### src/rtl/updown_pkg.sv
// Shared encodings and defaults for the up/down counter controller.
package updown_pkg;

    localparam int DEF_W         = 4;
    localparam int DEF_TMO_EXTRA = 2;

    localparam logic OP_LOAD = 1'b0;
    localparam logic OP_SEEK = 1'b1;

    typedef enum logic [1:0] {
        ST_IDLE   = 2'd0,
        ST_LOAD   = 2'd1,
        ST_VERIFY = 2'd2,
        ST_SEEK   = 2'd3
    } state_e;

endpackage

### src/rtl/updown_dir_calc.sv
// Seek direction from current count and target (1 = up).
// UPDOWN_WRAP_SEEK_EN selects the shortest modular path instead of magnitude compare.
module updown_dir_calc #(
    parameter int W = 4
) (
    input  logic [W-1:0] count_i,
    input  logic [W-1:0] target_i,
    output logic         dir_o
);

`ifdef UPDOWN_WRAP_SEEK_EN
    localparam logic [W-1:0] HALF = W'(2**(W-1));
    logic [W-1:0] d_up;

    // Equal distance both ways resolves to up.
    assign d_up  = target_i - count_i;
    assign dir_o = (d_up <= HALF);
`else
    assign dir_o = (target_i > count_i);
`endif

endmodule

### src/rtl/updown_ctrl.sv
// Command-driven master for a loadable up/down counter: LOAD/SEEK then hold.
// Build option UPDOWN_WRAP_SEEK_EN lets SEEK take the shortest path through wrap.
module updown_ctrl
    import updown_pkg::*;
#(
    parameter int W         = DEF_W,
    parameter int TMO_EXTRA = DEF_TMO_EXTRA
) (
    input  logic         clk_i,
    input  logic         rst_ni,
    input  logic         cmd_valid_i,
    output logic         cmd_ready_o,
    input  logic         cmd_op_i,
    input  logic [W-1:0] cmd_data_i,
    input  logic [W-1:0] count_i,
    output logic         load_o,
    output logic         control_o,
    output logic [W-1:0] data_in_o,
    output logic         done_o,
    output logic         err_o
);

    // state  | meaning
    // IDLE   | counter held at hold_q, accepting commands
    // LOAD   | one-cycle load of tgt_q
    // VERIFY | check counter took tgt_q
    // SEEK   | stepping toward tgt_q, bounded by tmo_q

    localparam int              TW       = $clog2(2**W + TMO_EXTRA) + 1;
    localparam logic [TW-1:0]   TMO_LAST = TW'(2**W + TMO_EXTRA - 1);

    state_e        state_q, state_d;
    logic [W-1:0]  hold_q, hold_d;
    logic [W-1:0]  tgt_q, tgt_d;
    logic [TW-1:0] tmo_q, tmo_d;
    logic          dir_q, dir_d;
    logic          done_q, done_d;
    logic          err_q, err_d;
    logic          dir_new;
    logic          at_tgt;

    assign at_tgt = (count_i == tgt_q);

    updown_dir_calc #(.W(W)) u_dir (
        .count_i  (count_i),
        .target_i (cmd_data_i),
        .dir_o    (dir_new)
    );

    always_ff @(posedge clk_i) begin
        if (!rst_ni) begin
            state_q <= ST_IDLE;
            hold_q  <= '0;
            tgt_q   <= '0;
            tmo_q   <= '0;
            dir_q   <= 1'b0;
            done_q  <= 1'b0;
            err_q   <= 1'b0;
        end else begin
            state_q <= state_d;
            hold_q  <= hold_d;
            tgt_q   <= tgt_d;
            tmo_q   <= tmo_d;
            dir_q   <= dir_d;
            done_q  <= done_d;
            err_q   <= err_d;
        end
    end

    always_comb begin
        state_d = state_q;
        hold_d  = hold_q;
        tgt_d   = tgt_q;
        tmo_d   = tmo_q;
        dir_d   = dir_q;
        done_d  = 1'b0;
        err_d   = 1'b0;
        case (state_q)
            ST_IDLE: begin
                if (cmd_valid_i) begin
                    tgt_d = cmd_data_i;
                    if (cmd_op_i == OP_LOAD) begin
                        state_d = ST_LOAD;
                    end else if (count_i == cmd_data_i) begin
                        done_d = 1'b1;
                        hold_d = cmd_data_i;
                    end else begin
                        state_d = ST_SEEK;
                        tmo_d   = '0;
                        dir_d   = dir_new;
                    end
                end
            end
            ST_LOAD: state_d = ST_VERIFY;
            ST_VERIFY: begin
                done_d  = at_tgt;
                err_d   = !at_tgt;
                hold_d  = tgt_q;
                state_d = ST_IDLE;
            end
            ST_SEEK: begin
                if (at_tgt) begin
                    done_d  = 1'b1;
                    hold_d  = tgt_q;
                    state_d = ST_IDLE;
                end else begin
                    tmo_d = tmo_q + TW'(1);
                    // Counter not tracking: park it wherever it currently sits.
                    if (tmo_q == TMO_LAST) begin
                        err_d   = 1'b1;
                        hold_d  = count_i;
                        state_d = ST_IDLE;
                    end
                end
            end
            default: state_d = ST_IDLE;
        endcase
    end

    always_comb begin
        cmd_ready_o = 1'b0;
        load_o      = 1'b1;
        control_o   = 1'b0;
        data_in_o   = tgt_q;
        case (state_q)
            ST_IDLE: begin
                cmd_ready_o = 1'b1;
                data_in_o   = hold_q;
            end
            ST_SEEK: begin
                if (!at_tgt) begin
                    load_o    = 1'b0;
                    control_o = dir_q;
                end
            end
            default: ;
        endcase
    end

    assign done_o = done_q;
    assign err_o  = err_q;

endmodule

### config.mk
export PLATFORM = sky130hd
export DESIGN_NAME = updown_ctrl
export DESIGN_NICKNAME = d
export VERILOG_FILES = /design/src/rtl/updown_pkg.sv /design/src/rtl/updown_dir_calc.sv /design/src/rtl/updown_ctrl.sv
export SDC_FILE = /design/constraint.sdc
export NUM_CORES = 1
export LEC_CHECK = 0
export CAP_MARGIN = 30
export CORE_UTILIZATION = 31
export DETAILED_ROUTE_END_ITERATION = 7
export SLEW_MARGIN = 5
export SYNTH_ARGS = -nofsm -noshare
export SYNTH_HDL_FRONTEND = slang
export SYNTH_SLANG_ARGS = --single-unit
### constraint.sdc
create_clock -name clk_i -period 3.09 [get_ports clk_i]
set_clock_uncertainty 0.1 [all_clocks]
set_input_delay 0.4635 -clock clk_i [delete_from_list [all_inputs] [get_ports clk_i]]
set_output_delay 0.4635 -clock clk_i [all_outputs]
set_load 0.02 [all_outputs]
==> impl_metrics.toml <==
[run_status]
status = "finished clean"

[drt]
wl_met3_um = 165
remaining_drc_errors = 0
dr_wl_met2_um = 1327
antenna_left = 0
dr.max_layer_used = "met4"
initialDrtViolationCount = 75
wl_met1_um = 1236
vias = 1097
routed_wl_um = 2792
detail_route.first_pass.iterations = 4
wl_per_cell_um = 13.55
vias_per_cell = 5.325

[floorplan]
coreArea_um2 = 3468
initial_core_util_pct = 33.69
die_w_um = 63.40
rows = 21
die_h_um = 63.40
io_pins = 21
die_area_um2 = 4020

[cells_and_area]
n_antenna_cell = 0
fin_nets = 179
layout_commonest_cell = "clkdlybuf4s50_1"
layout_common_cells = "clkdlybuf4s50_1 (20), dfxtp_1 (19), nand2_1 (16)"
drive_above_1_share_pct = 8.125
area_delta_synth_final_pct = 25.38
final_area_um2 = 1465

[sta]
min_period_ns = 2.829
timing.fmax_mhz = 353.5
timing.final.crit_share_pct = 91.55
drv_slew = 0
grt_setup_unrepaired = "false"
worst_pin_slew_ns = 0.6222
setup_viol = 0
hold_violations = 0
tns_ns = 0
relSlewSlack_pct = 58.14

[power]
leakagePower_uw = 0.0005795
ir_drop_uv = 204.3
power_density_nw_per_um2 = 405.4

[setup_path]
startpoint_type = "input port"
timing.critical_path.from = "count_i[3]"
worstPathArrival_ns = 2.27
endpoint_kind = "primary output"
slowest_stage = "clkdlybuf4s50_1"
path_class = "in2out"
path_common_cell = "clkdlybuf4s50_1"
cp_max_fo = 3
r2r-start = "state_q[0]$_SDFFE_PN0P_"
worstPathRequired_ns = 2.53
crit_chain = "clkdlybuf4s50_1 > xor2_1 > o41ai_4 > clkdlybuf4s50_1"
worst_path_largest_cell_delay_ns = 0.68

[global_route]
grt_pass1_wl_um = 4643
grt_max_degree = 23
grt-ovfl-total = 0
grt_use_total_pct = 14.91
grt_pass1_vias = 1043
antenna_found_initial = 0

[synth]
yosysSeqAreaShare_pct = 32.55
synth_edf_count = 0
synth_area_um2 = 1169
synth_area_leader_cell = "dfxtp_1"
ys_ff_latch = 19
async_flop_share_pct = 0
synth_flop_cell = "dfxtp_1"
synth_area_leaders = "dfxtp_1 (33%), mux2i_1 (6.9%), ha_1 (6.4%)"
avgSynthCellArea_um2 = 8.407
synth.distinct_cells = 34
synthCells = 139
synth_top_area_share_pct = 32.55
synth_warnings = 0
syn_nets = 157

[placement]
dpl-instance-area_um2 = 1420
io_buffers = 20
hpwl_um = 2064
gp_congestion = 0.8349

[clock_tree]
cts_tree = "yes"
cts.clk_slew.worst_paths_ns = 0.07
postCtsHoldBufs = 0
clock-sinks = 19
clock_latency_ns = 0.26
h-tree-depth = 1
cts-root-buf = "clkbuf_8"
post_cts_buffers = 0
cts_buffers = 3
cts_max_path_buffers = 2
cts_resized = 0

[hold_path]
hp-class = "reg2reg"
min_from = "hold_q[1]$_SDFFE_PN0P_"

[job]
maxCapViolations = 0
flip-flops by register name, summed over array words and instances, names as in the netlist:
signal,flops
dir_q,1
err_o,1
tmo_q,6
tgt_q,4
done_o,1
state_q,2
hold_q,4
through the flow:
| stage | util (%) | cells | setup slack [ns] | total power [uW] | hold slack (ns) |
|---|---|---|---|---|---|
| after CTS | 42.24 | 206 | 0.2444 | 602.2 | 0.3662 |
| final | 42.24 | 206 | 0.2610 | 593.9 | 0.3610 |
| after global routing | 42.24 | 206 | 0.1847 | 626.4 | 0.3887 |
| after global placement | 40.95 | 202 | 0.2956 | 419.6 | 0.3457 |
| after detailed placement | 40.95 | 202 | 0.2528 | 422.6 | 0.3514 |
| after floorplan | - | 139 | 1.106 | 364.7 | 0.3350 |
final timing paths:
| path | slack (ns) | endpoint | cells after the start |
|---|---|---|---|
| hold reg to reg | 0.36 | hold_q[1]$_SDFFE_PN0P_ | 2 |
| hold / removal | 0.36 | hold_q[1]$_SDFFE_PN0P_ | 2 |
| setup reg to reg | 1.11 | hold_q[1]$_SDFFE_PN0P_ | 5 |
| setup / recovery | 0.26 | load_o | 4 |
cell families after synthesis:
family | synth area share [%]
mux | 10.71
buf+inv | 6.638
xor+xnor | 2.998
flops | 32.55
simple gates | 22.27
fa+ha+maj | 6.424
compound gates | 18.42
power by group:
| part | internal (uW) | switching [uW] | leakage, uW |
|---|---|---|---|
| sequential | 257 | 14.1 | 0.000155 |
| clock | 91.8 | 85.2 | 0.0000228 |
| combinational | 69.4 | 76.2 | 0.000402 |
| total | 418 | 175 | 0.000580 |
cells in the mapped netlist, types with 4 or more instances:
master and count:
ha_1 6, dfxtp_1 19, mux2_2 4, nor2_1 8, o21a_1 4, o211ai_1 4, a31oi_1 6, nand3_1 9
inv_1 11, mux2i_1 8, xor2_1 4, clkbuf_1 4, nand2_1 16, a21oi_1 4
cell type report:
cell class | count | area (um2)
Fill cell | 382 | 2003
Sequential cell | 19 | 380.4
Inverter | 11 | 41.29
Multi-Input combinational cell | 102 | 710.7
Clock buffer | 4 | 45.04
Timing Repair Buffer | 24 | 230.2
Tap cell | 46 | 57.56
layer usage:
layer  up-vias  GRT usage, %
li1        540             -
met1       516         17.73
met2        35         25.00
met3         6         3.804
met4         0         6.534
met5         -             0
worst max-delay path, delay by kind of cell:
kind	cells	cell delay, ns
xor+xnor	1	0.20
buf+inv	2	1.14
compound gates	1	0.46
Power figures use the tool's default switching activity.
